$ cat config.mk
export PLATFORM = sky130hd
export DESIGN_NAME = id_ex_stage
export DESIGN_NICKNAME = d
export VERILOG_FILES = /design/src/rtl/id_ex_stage.sv
export SDC_FILE = /design/constraint.sdc
export NUM_CORES = 1
export LEC_CHECK = 0
export CAP_MARGIN = 20
export CORE_ASPECT_RATIO = 0.75
export CORE_MARGIN = 2
export CORE_UTILIZATION = 39
export DETAILED_ROUTE_END_ITERATION = 6
export PLACE_DENSITY = 0.77
export SYNTH_ARGS = -nofsm -noshare
export SYNTH_HDL_FRONTEND = slang
export SYNTH_SLANG_ARGS = --single-unit
$ cat constraint.sdc
create_clock -name clk -period 2.92 [get_ports clk]
set_clock_uncertainty 0.15 [all_clocks]
set_input_delay 0.876 -clock clk [delete_from_list [all_inputs] [get_ports clk]]
set_output_delay 0.876 -clock clk [all_outputs]
set_load 0.05 [all_outputs]
$ cat src/rtl/id_ex_stage.sv
// id_ex_stage: ID/EX pipeline register with operand forwarding, ALU control decode and load-use bubble insertion
module id_ex_stage #(
  parameter int DW = 16,
  parameter int RW = 4
) (
  input  logic          clk,
  input  logic          rst_n,
  input  logic          stall,
  input  logic          flush,
  input  logic          id_valid,
  input  logic [3:0]    id_opcode,
  input  logic [DW-1:0] id_rs_data,
  input  logic [DW-1:0] id_rt_data,
  input  logic [DW-1:0] id_imm,
  input  logic [RW-1:0] id_rs_addr,
  input  logic [RW-1:0] id_rt_addr,
  input  logic [RW-1:0] id_rd_addr,
  input  logic          exmem_wr_en,
  input  logic [RW-1:0] exmem_rd,
  input  logic [DW-1:0] exmem_data,
  input  logic          memwb_wr_en,
  input  logic [RW-1:0] memwb_rd,
  input  logic [DW-1:0] memwb_data,
  output logic [DW-1:0] alu_in1,
  output logic [DW-1:0] alu_in2,
  output logic [2:0]    alu_opcode,
  output logic          alu_cin,
  output logic          alu_inv2,
  output logic [2:0]    flag_en,
  output logic          ex_valid,
  output logic          ex_reg_write,
  output logic          ex_mem_read,
  output logic          ex_mem_write,
  output logic [RW-1:0] ex_rd_addr,
  output logic [DW-1:0] ex_store_data,
  output logic          load_use_hazard
);
  localparam logic [DW-1:0] M_FFFE = DW'(16'hFFFE);
  localparam logic [DW-1:0] M_FF00 = DW'(16'hFF00);
  localparam logic [DW-1:0] M_00FF = DW'(16'h00FF);
  logic          r_valid, r_reg_write, r_mem_read, r_mem_write, r_cin, r_inv2;
  logic [2:0]    r_alu_op, r_flag_en;
  logic [3:0]    r_op;
  logic [RW-1:0] r_rs_addr, r_rt_addr, r_rd;
  logic [DW-1:0] r_rs_data, r_rt_data, r_imm;
  logic          w_uses_rt, w_writes, w_bubble;
  logic [DW-1:0] w_rs, w_rt;
  // rt is a source for R-type ALU ops, SW (store data) and LLB/LHB (old rd value)
  assign w_uses_rt = !id_opcode[3] ? (!id_opcode[2] || &id_opcode[2:0])
                                   : (id_opcode[3:2] == 2'b10 && id_opcode[1:0] != 2'b00);
  assign w_writes  = !id_opcode[3] || (id_opcode[3:2] == 2'b10 && id_opcode[1:0] != 2'b01);
  assign load_use_hazard = r_valid && r_mem_read && r_rd != '0 && id_valid &&
                           (id_rs_addr == r_rd || (w_uses_rt && id_rt_addr == r_rd));
  // Invalid slots and load-use conflicts both turn into an all-zero bubble unless stalled
  assign w_bubble = flush || (!stall && (load_use_hazard || !id_valid));
  // Pipeline register: reset, then flush/bubble, stall hold, else capture decoded ID fields
  always_ff @(posedge clk) begin
    if (!rst_n || w_bubble) begin
      r_valid     <= 1'b0;
      r_reg_write <= 1'b0;
      r_mem_read  <= 1'b0;
      r_mem_write <= 1'b0;
      r_cin       <= 1'b0;
      r_inv2      <= 1'b0;
      r_alu_op    <= '0;
      r_flag_en   <= '0;
      r_op        <= '0;
      r_rs_addr   <= '0;
      r_rt_addr   <= '0;
      r_rd        <= '0;
      r_rs_data   <= '0;
      r_rt_data   <= '0;
      r_imm       <= '0;
    end else if (!stall) begin
      r_valid     <= 1'b1;
      r_reg_write <= w_writes && id_rd_addr != '0;
      r_mem_read  <= id_opcode == 4'b1000;
      r_mem_write <= id_opcode == 4'b1001;
      r_cin       <= id_opcode == 4'b0001;
      r_inv2      <= id_opcode == 4'b0001;
      r_alu_op    <= id_opcode[3] ? 3'b000 : id_opcode[2:0];
      r_flag_en   <= id_opcode[3:1] == 3'b000 ? 3'b111 :
                     (id_opcode == 4'b0010 || (id_opcode[3:2] == 2'b01 && id_opcode[1:0] != 2'b11)) ? 3'b100 : 3'b000;
      r_op        <= id_opcode;
      r_rs_addr   <= id_rs_addr;
      r_rt_addr   <= id_rt_addr;
      r_rd        <= id_rd_addr;
      r_rs_data   <= id_rs_data;
      r_rt_data   <= id_rt_data;
      r_imm       <= id_imm;
    end
  end
  // EX/MEM beats MEM/WB; R0 never forwards
  assign w_rs = (exmem_wr_en && r_rs_addr != '0 && exmem_rd == r_rs_addr) ? exmem_data :
                (memwb_wr_en && r_rs_addr != '0 && memwb_rd == r_rs_addr) ? memwb_data : r_rs_data;
  assign w_rt = (exmem_wr_en && r_rt_addr != '0 && exmem_rd == r_rt_addr) ? exmem_data :
                (memwb_wr_en && r_rt_addr != '0 && memwb_rd == r_rt_addr) ? memwb_data : r_rt_data;
  // Masks are applied after forwarding so a forwarded base/old-rd value is still shaped correctly
  assign alu_in1 = !r_op[3] ? w_rs :
                   r_op[2]  ? '0 :
                   !r_op[1] ? (w_rs & M_FFFE) :
                   r_op[0]  ? (w_rt & M_00FF) : (w_rt & M_FF00);
  assign alu_in2 = !r_op[3] ? ((r_op[2] && !(&r_op[1:0])) ? r_imm : w_rt) :
                   r_op[2]  ? '0 :
                   !r_op[1] ? r_imm :
                   r_op[0]  ? (r_imm & M_FF00) : (r_imm & M_00FF);
  assign alu_opcode    = r_alu_op;
  assign alu_cin       = r_cin;
  assign alu_inv2      = r_inv2;
  assign flag_en       = r_flag_en;
  assign ex_valid      = r_valid;
  assign ex_reg_write  = r_reg_write;
  assign ex_mem_read   = r_mem_read;
  assign ex_mem_write  = r_mem_write;
  assign ex_rd_addr    = r_rd;
  assign ex_store_data = w_rt;
endmodule

==> flow_metrics.py, run 1 <==
metrics = {
    "clock_network": {
        "path_clk_slew_ns": 0.06,
        "clockBufferDepth": 2,
        "cts_root_buf": "clkbuf_16",
        "ctsHoldBuffers": 0,
        "numCtsBuffers": 9,
        "clk_latency_ns": 0.35,
        "h-tree-depth": 3,
        "cts_sinks": 74,
        "cts_tree": "yes",
    },
    "pwr": {
        "power.leakage_nw": 3.78,
        "power_density_mw_per_mm2": 355,
        "total_power_mw": 3.34,
        "ir_drop_mv": 0.473,
    },
    "critical_path": {
        "worstPathRequired_ns": 1.89,
        "arrival_ns": 2.53,
        "end_kind": "output pin",
        "slowest_stage": "or2_4",
        "slowest_delay_ns": 0.35,
        "critical_path.cell_chain": "buf_8, xnor2_2, nand4_1, or2_4, buf_16, a31oi_4, a22o_4, buf_12",
        "crit_fanout": 8,
        "worst_setup_path_start_kind": "input port",
        "path_class": "in -> out",
    },
    "synth": {
        "synthFlopType": "dfxtp_1",
        "synthArstFlopShare_pct": 0,
        "synth_area_mm2": 0.00427,
        "synth_edf_count": 0,
        "synthesis.nets": 612,
        "ys_ff_latch": 74,
        "yosys_warnings": 0,
        "synth.distinct_cells": 42,
        "synth_area_per_cell_um2": 8.52,
        "ys_seq_area_share_pct": 34.7,
        "synthCells": 501,
    },
    "timing": {
        "fin_tns_setup_ns": -27.29,
        "relSlewSlack_pct": 34.2,
        "finalMaxSlewViolations": 0,
        "hold_viol": 0,
        "period_minus_slack_ns": 3.55,
        "setup_viol": 49,
        "max_freq_ghz": 0.281,
        "tightest_slew_ns": 0.987,
        "post-route-period-util_pct": 122,
        "setup_ws_ns": -0.633,
        "rsz0062_at_grt": "true",
    },
    "hold_path": {
        "hold_path_class": "reg -> reg",
    },
    "routing": {
        "drt-wirelength-per-cell_um": 26.2,
        "antenna_left": 0,
        "drtIter0Drc": 748,
        "wirelength_um": 23900,
        "route.detailed.drc": 0,
        "num_vias": 5632,
        "vias_per_cell": 6.16,
        "first_pass_iters": 5,
    },
    "die": {
        "die_y_um": 94.6,
        "die_w_um": 125,
        "initial_core_util_pct": 39.6,
        "design.core.area_mm2": 0.0108,
        "pin_count": 176,
        "row_count": 33,
        "die_area_mm2": 0.0118,
    },
    "grt": {
        "grt_max_degree": 39,
        "grt_pass1_vias": 5421,
        "antenna_found_initial": 0,
        "grt_pass1_wl_um": 30300,
        "grt.total_usage_pct": 33.2,
        "grt.overflow.total": 0,
    },
    "final_layout": {
        "fin_util_pct": 87.3,
        "n_antenna_cell": 0,
        "final_common_cell": "clkdlybuf4s50_1",
        "finalNonFillerCells": 914,
        "num-nets-final": 880,
        "syn2layout_area_growth_pct": 120,
        "layout_common_cells": "104 x clkdlybuf4s50_1, 80 x nor2_1, 80 x buf_4",
        "final_layout_size_suffix_gt1_share_pct": 47.7,
    },
    "placement": {
        "dpl.hpwl_um": 12700,
        "gp_congestion": 0.965,
        "dp.cells": 876,
        "port_buffers": 175,
        "dpl_worst_slack_ns": -1.03,
    },
    "status": {
        "status": "finished with violations",
        "violations": "setup timing",
    },
    "flow_run": {
        "cap_violations": 0,
    },
}
-- cell families (layout without fill, tap and decap cells) --
logic type	after synthesis	count (layout)	share of synthesized area, %
AO/OA/AOI/OAI	120	120	20.8
XOR/XNOR	23	23	4.72
buffers and inverters	59	330	6.51
flip-flops	74	74	34.7
multiplexers	63	63	14.8
AND/OR/NAND/NOR	162	164	18.4
-- cells in the mapped netlist (all sizes together), types with 2 or more instances --
cell type / instances / area [um2]
o21ai: 34 / 170
clkbuf: 21 / 78.8
a32oi: 2 / 17.5
mux2i: 63 / 631
a22o: 16 / 140
and2: 2 / 12.5
xnor2: 14 / 123
xor2: 9 / 78.8
dfxtp: 74 / 1480
inv: 18 / 67.6
a21oi: 10 / 61.3
a211oi: 15 / 113
nor2b: 2 / 12.5
a31oi: 17 / 169
nor3b: 2 / 15.0
nor2: 83 / 312
or2: 4 / 25.0
nand2: 5 / 18.8
nand4: 4 / 25.0
a22oi: 5 / 37.5
o2bb2ai: 16 / 140
nor4: 2 / 12.5
or4: 3 / 22.5
nor3: 34 / 170
nand3: 18 / 140
buf: 20 / 131
or3: 2 / 12.5
-- worst paths after layout --
kind	startpoint	slack (ns)	cells after the start	endpoint
max	exmem_rd[1]	-0.63	8	alu_in2[7]
max reg2reg	ex_rd_addr[2]	0.50	8	r_rs_data[6]
min	ex_valid	0.32	2	ex_valid
min reg2reg	ex_valid	0.32	2	ex_valid
-- registers in the layout (all words and copies together) (netlist names) --
| name | cells |
|---|---|
| alu_inv2 | 1 |
| flag_en | 2 |
| r_rs_data | 16 |
| ex_mem_write | 1 |
| r_rs_addr | 4 |
| r_op | 4 |
| alu_opcode | 3 |
| r_imm | 16 |
| ex_reg_write | 1 |
| ex_rd_addr | 4 |
| ex_valid | 1 |
| r_rt_addr | 4 |
| r_rt_data | 16 |
| ex_mem_read | 1 |
-- critical path: cells and delay by family --
kind / cells / cell delay, ns
xor gates and xnor gates: 1 / 0.13
buffers and inverters: 3 / 0.41
AOI/OAI and AO/OA: 2 / 0.53
and+or+nand+nor: 2 / 0.58
-- power by group --
group          internal (mW)  switching (mW)  total [mW]  leakage (nW)
sequential              1.04          0.0286        1.06         0.601
combinational          0.467           0.481       0.948          3.01
clock                  0.843           0.484        1.33         0.170
-- timing repair --
action	4_1_cts	5_1_grt
buffers inserted	16	7
pin swaps	56	72
gates resized for setup	221	99
gates cloned	6	3
endpoints found under the setup margin	49	49
-- final cells by class --
class / instances / area, um2
Clock buffer: 9 / 225
Clock inverter: 7 / 125
Fill cell: 423 / 1370
Inverter: 18 / 67.6
Multi-Input combinational cell: 370 / 3950
Sequential cell: 74 / 1480
Tap cell: 140 / 175
Timing Repair Buffer: 296 / 3390
-- metal layers --
layer	vias up	part of all wire, %	track usage, %
met4	0	4.0	14.7
li1	2361	-	-
met5	-	0	0
met3	99	10	7.54
met2	426	47	56.0
met1	2746	39	41.1
-- metrics by stage --
stage,hold slack [ns],instance area (um2)
CTS,0.317,8860
finish,0.321,9410
floorplan,0.307,4800
detailed placement,0.307,7690
global placement,0.304,7690
global route,0.349,9410
No activity file was read; power rests on OpenSTA's default activity.
==> inputs of run 2 (changes only) <==
CTS_CLUSTER_DIAMETER = 40   (was not set)
==> results of run 2 <==
Final layout, timing and power as in run 1 (identical DEF).
